[config.mk]
export PLATFORM = sky130hd
export DESIGN_NAME = llki_tl_host_arb
export DESIGN_NICKNAME = d
export VERILOG_FILES = /design/src/rtl/llki_tl_host_arb.sv
export SDC_FILE = /design/constraint.sdc
export NUM_CORES = 1
export LEC_CHECK = 0
export BUFFER_PORTS_ARGS = -buffer_cell sky130_fd_sc_hd__clkbuf_2
export CAP_MARGIN = 10
export CORE_AREA = 8 8 127 129
export DETAILED_ROUTE_END_ITERATION = 12
export DIE_AREA = 0 0 135 137
export PLACE_DENSITY_LB_ADDON = 0.2
export RECOVER_POWER = 50
export SLEW_MARGIN = 20
export SYNTH_ARGS = -nofsm -noshare
export SYNTH_HDL_FRONTEND = slang
export SYNTH_HIERARCHICAL = 1
export SYNTH_SLANG_ARGS = --single-unit
[constraint.sdc]
create_clock -name clk_i -period 2.1 [get_ports clk_i]
set_input_delay 0.315 -clock clk_i [delete_from_list [all_inputs] [get_ports clk_i]]
set_output_delay 0.315 -clock clk_i [all_outputs]
set_load 0.01 [all_outputs]
[src/rtl/llki_tl_host_arb.sv]
// llki_tl_host_arb: N-to-1 TL-UL host arbiter sharing one LLKI-side device port.
// The A channel is granted round-robin (combinational, 0-cycle) with a valid-stability
// lock. Each accepted request pushes the winning host index into an in-order tag FIFO
// so the matching D response is steered back to the host that issued it.
// TL field widths default to the top_pkg values (TL_AW/TL_DW/TL_DBW/TL_AIW/TL_SZW).
// Build option: define LLKI_ARB_FIXED_PRIO_EN for fixed priority (lowest index wins,
// rr_ptr held at 0); lock and FIFO behaviour are identical in both builds.

// Protocol checker: a D beat with no outstanding tag, and a push into a full FIFO.
module llki_tl_host_arb_chk (
  input logic clk_i,
  input logic rst_ni,
  input logic dev_d_valid_i,
  input logic fifo_empty,
  input logic fifo_full,
  input logic a_hs
);
  a_no_orphan_d: assert property (@(posedge clk_i) disable iff (!rst_ni)
    !(dev_d_valid_i && fifo_empty));
  a_no_push_full: assert property (@(posedge clk_i) disable iff (!rst_ni)
    !(a_hs && fifo_full));
endmodule

module llki_tl_host_arb #(
  parameter int N_HOSTS = 2,
  parameter int MAX_OUT = 4,
  parameter int TL_AW   = 32,
  parameter int TL_DW   = 32,
  parameter int TL_DBW  = 4,
  parameter int TL_AIW  = 8,
  parameter int TL_SZW  = 2
) (
  input  logic                      clk_i,
  input  logic                      rst_ni,
  input  logic [N_HOSTS-1:0]        h_a_valid_i,
  output logic [N_HOSTS-1:0]        h_a_ready_o,
  input  logic [N_HOSTS*3-1:0]      h_a_opcode_i,
  input  logic [N_HOSTS*TL_SZW-1:0] h_a_size_i,
  input  logic [N_HOSTS*TL_AIW-1:0] h_a_source_i,
  input  logic [N_HOSTS*TL_AW-1:0]  h_a_address_i,
  input  logic [N_HOSTS*TL_DBW-1:0] h_a_mask_i,
  input  logic [N_HOSTS*TL_DW-1:0]  h_a_data_i,
  output logic [N_HOSTS-1:0]        h_d_valid_o,
  input  logic [N_HOSTS-1:0]        h_d_ready_i,
  output logic [2:0]                h_d_opcode_o,
  output logic [TL_AIW-1:0]         h_d_source_o,
  output logic [TL_DW-1:0]          h_d_data_o,
  output logic                      h_d_error_o,
  output logic                      dev_a_valid_o,
  input  logic                      dev_a_ready_i,
  output logic [2:0]                dev_a_opcode_o,
  output logic [TL_SZW-1:0]         dev_a_size_o,
  output logic [TL_AIW-1:0]         dev_a_source_o,
  output logic [TL_AW-1:0]          dev_a_address_o,
  output logic [TL_DBW-1:0]         dev_a_mask_o,
  output logic [TL_DW-1:0]          dev_a_data_o,
  input  logic                      dev_d_valid_i,
  output logic                      dev_d_ready_o,
  input  logic [2:0]                dev_d_opcode_i,
  input  logic [TL_AIW-1:0]         dev_d_source_i,
  input  logic [TL_DW-1:0]          dev_d_data_i,
  input  logic                      dev_d_error_i,
  output logic                      busy_o
);

  localparam int IDXW = $clog2(N_HOSTS);
  localparam int PTRW = $clog2(MAX_OUT);
  localparam int CNTW = PTRW + 1;

  logic [IDXW-1:0] rr_ptr_r;
  logic [IDXW-1:0] lock_idx_r;
  logic            locked_r;
  logic [IDXW-1:0] tag_mem_r [MAX_OUT];
  logic [PTRW-1:0] wr_ptr_r;
  logic [PTRW-1:0] rd_ptr_r;
  logic [CNTW-1:0] count_r;

  logic [IDXW-1:0] winner_s;
  logic            winner_valid_s;
  logic [IDXW-1:0] next_rr_s;
  logic [IDXW-1:0] head_s;
  logic            fifo_full_s;
  logic            fifo_empty_s;
  logic            a_hs_s;
  logic            d_hs_s;

  // Per-host A payload unpacked so the granted host can be selected by index.
  logic [2:0]        a_opc_arr_s  [N_HOSTS];
  logic [TL_SZW-1:0] a_size_arr_s [N_HOSTS];
  logic [TL_AIW-1:0] a_src_arr_s  [N_HOSTS];
  logic [TL_AW-1:0]  a_addr_arr_s [N_HOSTS];
  logic [TL_DBW-1:0] a_mask_arr_s [N_HOSTS];
  logic [TL_DW-1:0]  a_data_arr_s [N_HOSTS];

  for (genvar g = 0; g < N_HOSTS; g++) begin : g_unpack
    assign a_opc_arr_s[g]  = h_a_opcode_i[g*3 +: 3];
    assign a_size_arr_s[g] = h_a_size_i[g*TL_SZW +: TL_SZW];
    assign a_src_arr_s[g]  = h_a_source_i[g*TL_AIW +: TL_AIW];
    assign a_addr_arr_s[g] = h_a_address_i[g*TL_AW +: TL_AW];
    assign a_mask_arr_s[g] = h_a_mask_i[g*TL_DBW +: TL_DBW];
    assign a_data_arr_s[g] = h_a_data_i[g*TL_DW +: TL_DW];
  end

  assign fifo_full_s  = (count_r == CNTW'(MAX_OUT));
  assign fifo_empty_s = (count_r == {CNTW{1'b0}});
  assign head_s       = tag_mem_r[rd_ptr_r];
  assign busy_o       = ~fifo_empty_s;

  // Winner select: locked host if a request is pending, else first requester at/after rr_ptr.
  always_comb begin
    int              cand_v;
    logic [IDXW-1:0] cand_s;
    winner_s       = rr_ptr_r;
    winner_valid_s = 1'b0;
    cand_v         = 0;
    cand_s         = {IDXW{1'b0}};
    if (locked_r) begin
      winner_s       = lock_idx_r;
      winner_valid_s = h_a_valid_i[lock_idx_r];
    end else begin
      // Scan from farthest to nearest so the nearest requester is written last.
      for (int k = N_HOSTS - 1; k >= 0; k--) begin
        cand_v         = int'(rr_ptr_r) + k;
        cand_v         = (cand_v >= N_HOSTS) ? (cand_v - N_HOSTS) : cand_v;
        cand_s         = IDXW'(cand_v);
        winner_s       = h_a_valid_i[cand_s] ? cand_s : winner_s;
        winner_valid_s = h_a_valid_i[cand_s] | winner_valid_s;
      end
    end
  end

`ifdef LLKI_ARB_FIXED_PRIO_EN
  assign next_rr_s = {IDXW{1'b0}};
`else
  assign next_rr_s = (winner_s == IDXW'(N_HOSTS - 1)) ? {IDXW{1'b0}} : (winner_s + 1'b1);
`endif

  assign dev_a_valid_o   = winner_valid_s & ~fifo_full_s;
  assign dev_a_opcode_o  = a_opc_arr_s[winner_s];
  assign dev_a_size_o    = a_size_arr_s[winner_s];
  assign dev_a_source_o  = a_src_arr_s[winner_s];
  assign dev_a_address_o = a_addr_arr_s[winner_s];
  assign dev_a_mask_o    = a_mask_arr_s[winner_s];
  assign dev_a_data_o    = a_data_arr_s[winner_s];
  assign a_hs_s          = dev_a_valid_o & dev_a_ready_i;

  assign dev_d_ready_o = h_d_ready_i[head_s] & ~fifo_empty_s;
  assign d_hs_s        = dev_d_valid_i & dev_d_ready_o;
  assign h_d_opcode_o  = dev_d_opcode_i;
  assign h_d_source_o  = dev_d_source_i;
  assign h_d_data_o    = dev_d_data_i;
  assign h_d_error_o   = dev_d_error_i;

  // Per-host ready/valid steering: only the A winner and the D head host see activity.
  always_comb begin
    h_a_ready_o           = {N_HOSTS{1'b0}};
    h_d_valid_o           = {N_HOSTS{1'b0}};
    h_a_ready_o[winner_s] = winner_valid_s & dev_a_ready_i & ~fifo_full_s;
    h_d_valid_o[head_s]   = dev_d_valid_i & ~fifo_empty_s;
  end

  // Arbitration state: advance rr_ptr on handshake, hold grant while a request stalls.
  always_ff @(posedge clk_i or negedge rst_ni) begin
    if (!rst_ni) begin
      rr_ptr_r   <= {IDXW{1'b0}};
      lock_idx_r <= {IDXW{1'b0}};
      locked_r   <= 1'b0;
    end else if (a_hs_s) begin
      rr_ptr_r <= next_rr_s;
      locked_r <= 1'b0;
    end else if (dev_a_valid_o && !dev_a_ready_i) begin
      lock_idx_r <= winner_s;
      locked_r   <= 1'b1;
    end else begin
      locked_r <= locked_r;
    end
  end

  // In-order tag FIFO: push winner on A handshake, pop head on D handshake.
  always_ff @(posedge clk_i or negedge rst_ni) begin
    if (!rst_ni) begin
      wr_ptr_r <= {PTRW{1'b0}};
      rd_ptr_r <= {PTRW{1'b0}};
      count_r  <= {CNTW{1'b0}};
      for (int i = 0; i < MAX_OUT; i++) begin
        tag_mem_r[i] <= {IDXW{1'b0}};
      end
    end else begin
      if (a_hs_s) begin
        tag_mem_r[wr_ptr_r] <= winner_s;
        wr_ptr_r            <= wr_ptr_r + 1'b1;
      end else begin
        wr_ptr_r <= wr_ptr_r;
      end
      if (d_hs_s) begin
        rd_ptr_r <= rd_ptr_r + 1'b1;
      end else begin
        rd_ptr_r <= rd_ptr_r;
      end
      if (a_hs_s && !d_hs_s) begin
        count_r <= count_r + 1'b1;
      end else if (!a_hs_s && d_hs_s) begin
        count_r <= count_r - 1'b1;
      end else begin
        count_r <= count_r;
      end
    end
  end

  llki_tl_host_arb_chk u_chk (
    .clk_i         (clk_i),
    .rst_ni        (rst_ni),
    .dev_d_valid_i (dev_d_valid_i),
    .fifo_empty    (fifo_empty_s),
    .fifo_full     (fifo_full_s),
    .a_hs          (a_hs_s)
  );

endmodule

==> impl_metrics.py <==
metrics = {
    "yosys": {
        "synth_compound_area_frac": 0.0269,
        "ys_ff_latch": 14,
        "syn-instance-count": 210,
        "synthTopCellsByArea": "mux2_2, buf_4, dfrtp_1",
        "async_flop_share": 1.00,
        "synth-adder-area-share": 0.0429,
        "yosysWarnings": 6,
        "syn_area_sq_mm": 0.00219,
        "yosysSeqAreaShare": 0.160,
        "synthMuxAreaShare": 0.488,
        "synth_cell_types": 29,
        "synth_nets": 430,
        "syn_avg_cell_area_sq_um": 10.4,
        "synth_edf_count": 0,
        "yosys-top-cells-count": "mux2_2, buf_4, dfrtp_1, mux2i_1",
        "synth-xor-area-share": 0.0200,
        "yosysTopAreaCell": "mux2_2",
        "yosys.area_share.simple": 0.0560,
        "synth.most_common_cell": "mux2_2",
        "ys.flop_type": "dfrtp_1",
        "synth_top_area_frac": 0.443,
        "synth_top_family_by_area": "multiplexers",
    },
    "route": {
        "vias": 2457,
        "wl_per_cell_um": 16.6,
        "via_per_inst": 3.86,
        "wl_um": 10500,
        "drt-pass1-iter-count": 2,
        "drt_iter0_drc": 59,
        "drc_errors": 0,
        "ant_nets": 0,
    },
    "setup_path": {
        "path_class": "flip-flop to flip-flop",
        "crit_slowest_cell": "dfrtp_1",
        "endpoint_kind": "flip-flop",
        "crit_fanout": 3,
        "path_cells": "mux2i_2, mux2i_2, mux2i_1, or2_4, ha_4, inv_2, fa_2, xor2_1, nor2_1, xor2_1",
        "crit_arrival_ns": 2.41,
        "startpoint_type": "flip-flop",
        "worstPathRequired_ns": 2.26,
        "slowest_delay_ns": 0.42,
    },
    "floorplanning": {
        "core_area_sq_mm": 0.0142,
        "die_h_um": 137,
        "rows": 44,
        "dieWidth_um": 135,
        "die_area_sq_mm": 0.0185,
        "start_util": 0.154,
        "io_pins": 346,
    },
    "cells_and_area": {
        "fin_util": 0.268,
        "drive_gt1_frac": 0.874,
        "diodes": 0,
        "fin_nets": 673,
        "areaGrowthSynthToFinish_pct": 74.0,
        "final_cells": 636,
        "fillers": 1554,
        "design_area_sq_mm": 0.00381,
    },
    "grt": {
        "grt-ovfl-total": 0,
        "track_usage": 0.0981,
        "grt_use_met1": 0.110,
        "antenna_found_initial": 0,
        "use_met2": 0.171,
        "grt_pass1_vias": 2692,
        "grt_max_degree": 22,
        "grt_pass1_wl_um": 14700,
        "grt_use_met3": 0.0477,
        "grt.busiest_layer": "met2",
    },
    "clock_tree": {
        "numCtsBuffers": 3,
        "cts_tree": "yes",
        "clock_path_buffers": 2,
        "htreeDepth": 1,
        "clock_latency_ns": 0.24,
        "clk_pin_slew_worst_paths_ns": 0.05,
        "cts.sinks": 14,
        "cts_root_buffer": "clkbuf_16",
    },
    "placement": {
        "place_ws_ns": -0.180,
        "gp_routability_congestion": 0.780,
        "dp.cells": 615,
        "portBuffers": 257,
        "post-dp-hpwl_um": 8770,
        "place_area_sq_mm": 0.00345,
    },
    "timing": {
        "setup_viol": 84,
        "max_freq_mhz": 444,
        "min_period_ns": 2.25,
        "slew_viol_final": 0,
        "worst_pin_slew_ns": 0.385,
        "fin_ws_ns": -0.151,
        "slew-limit-headroom": 0.743,
        "rsz0062_at_grt": "yes",
        "clock_skew_ns": 0.00117,
        "finalHoldViolations": 0,
        "timing.final.crit_share": 1.07,
    },
    "pwr": {
        "leakage_uw": 0.00207,
        "clkPwrFrac": 0.077,
        "p_int_uw": 3100,
        "power_density_mw_per_mm2": 1370,
        "netSwitchingFraction": 0.406,
        "ir_drop_mv": 0.810,
        "comb_power_share": 0.822,
        "seq_power_share": 0.101,
        "p_sw_uw": 2120,
    },
    "job": {
        "drv_cap": 0,
    },
    "min_path": {
        "min_path_type": "input pin to flip-flop",
    },
    "run_status": {
        "violations": "setup timing",
        "outcome": "finished with violations",
    },
}
==> cell usage in the layout (no fill, tap or decap), drive strengths merged, types with 2 or more instances in the layout <==
cell type and instances:
nand2 6, nor3 6, o21ai 2, mux2i 7
clkbuf 262, nor2b 2, xnor2 2, nor2 5
inv 6, xor2 3, ha 5, dfrtp 14
mux2 88, nor3b 2, buf 32
==> critical path: cells and delay by family, from the launching register on <==
kind,cells,cell delay [ns]
xor+xnor,2,0.31
fa+ha+maj,2,0.44
buf+inv,1,0.03
flops,1,0.42
simple gates,2,0.26
mux,3,0.69
==> metal layers <==
metal,share of wire,vias up
met5,0,-
met4,0,0
met3,0.13,0
met2,0.49,166
met1,0.38,1116
li1,-,1175
==> power by group through the flow <==
stage / sequential (uW) / clock (uW) / combinational [uW]
floorplan: 511 / 0 / 2460
global placement: 518 / 0 / 3600
detailed placement: 520 / 0 / 3620
CTS: 518 / 415 / 4070
global route: 544 / 433 / 4640
finish: 525 / 401 / 4290
==> cell type report <==
| type | count | area, sq um | area share |
|---|---|---|---|
| sequential | 14 | 350 | 0.0920 |
| multi-input combinational | 137 | 1470 | 0.385 |
| inverter | 6 | 22.5 | 0.00592 |
| tap | 184 | 230 | 0.0605 |
| clock buffer | 4 | 88.8 | 0.0233 |
| timing repair buffer | 291 | 1650 | 0.433 |
==> cells by family (layout without fill, tap and decap cells) <==
logic type,Yosys count,after routing
simple gates,24,24
mux,95,95
xor+xnor,5,5
fa+ha+maj,7,7
buf+inv,59,301
compound gates,6,6
flops,14,14
==> sequential cells by signal (all words and copies together), names as in the netlist <==
signal	count
count_r	3
rd_ptr_r	2
wr_ptr_r	2
tag_mem_r	4
lock_idx_r	1
locked_r	1
rr_ptr_r	1
==> worst paths after layout <==
| path | from | to | slack, ns | depth (start not counted) |
|---|---|---|---|---|
| max | rd_ptr_r[1] | count_r[2] | -0.15 | 10 |
| min | h_d_ready_i[1] | rd_ptr_r[0] | 0.43 | 3 |
| max reg2reg | rd_ptr_r[1] | count_r[2] | -0.15 | 10 |
| min reg2reg | count_r[2] | count_r[2] | 0.53 | 1 |
| max in group asynchronous | rst_ni | rd_ptr_r[1] | 1.31 | 2 |
| min in group asynchronous | rst_ni | locked_r | 0.52 | 2 |
==> repair_timing <==
item,in CTS,in global routing
hold endpoints to repair,14,0
pin swaps,2,2
cloned,2,2
hold buffers,1,0
resized for setup,10,11
setup endpoints to repair,85,85
buffers inserted,8,4
==> through the flow <==
step                      hold WS [ns]  setup TNS [ns]  total power, uW
after floorplan                 0.0194         -0.0931             2970
after global placement           0.256          -0.155             4120
after detailed placement         0.258          -0.368             4140
after CTS                        0.426          -11.99             5000
after global routing             0.463          -17.38             5610
final                            0.427          -10.35             5220
(Power assumes the default switching activity.)
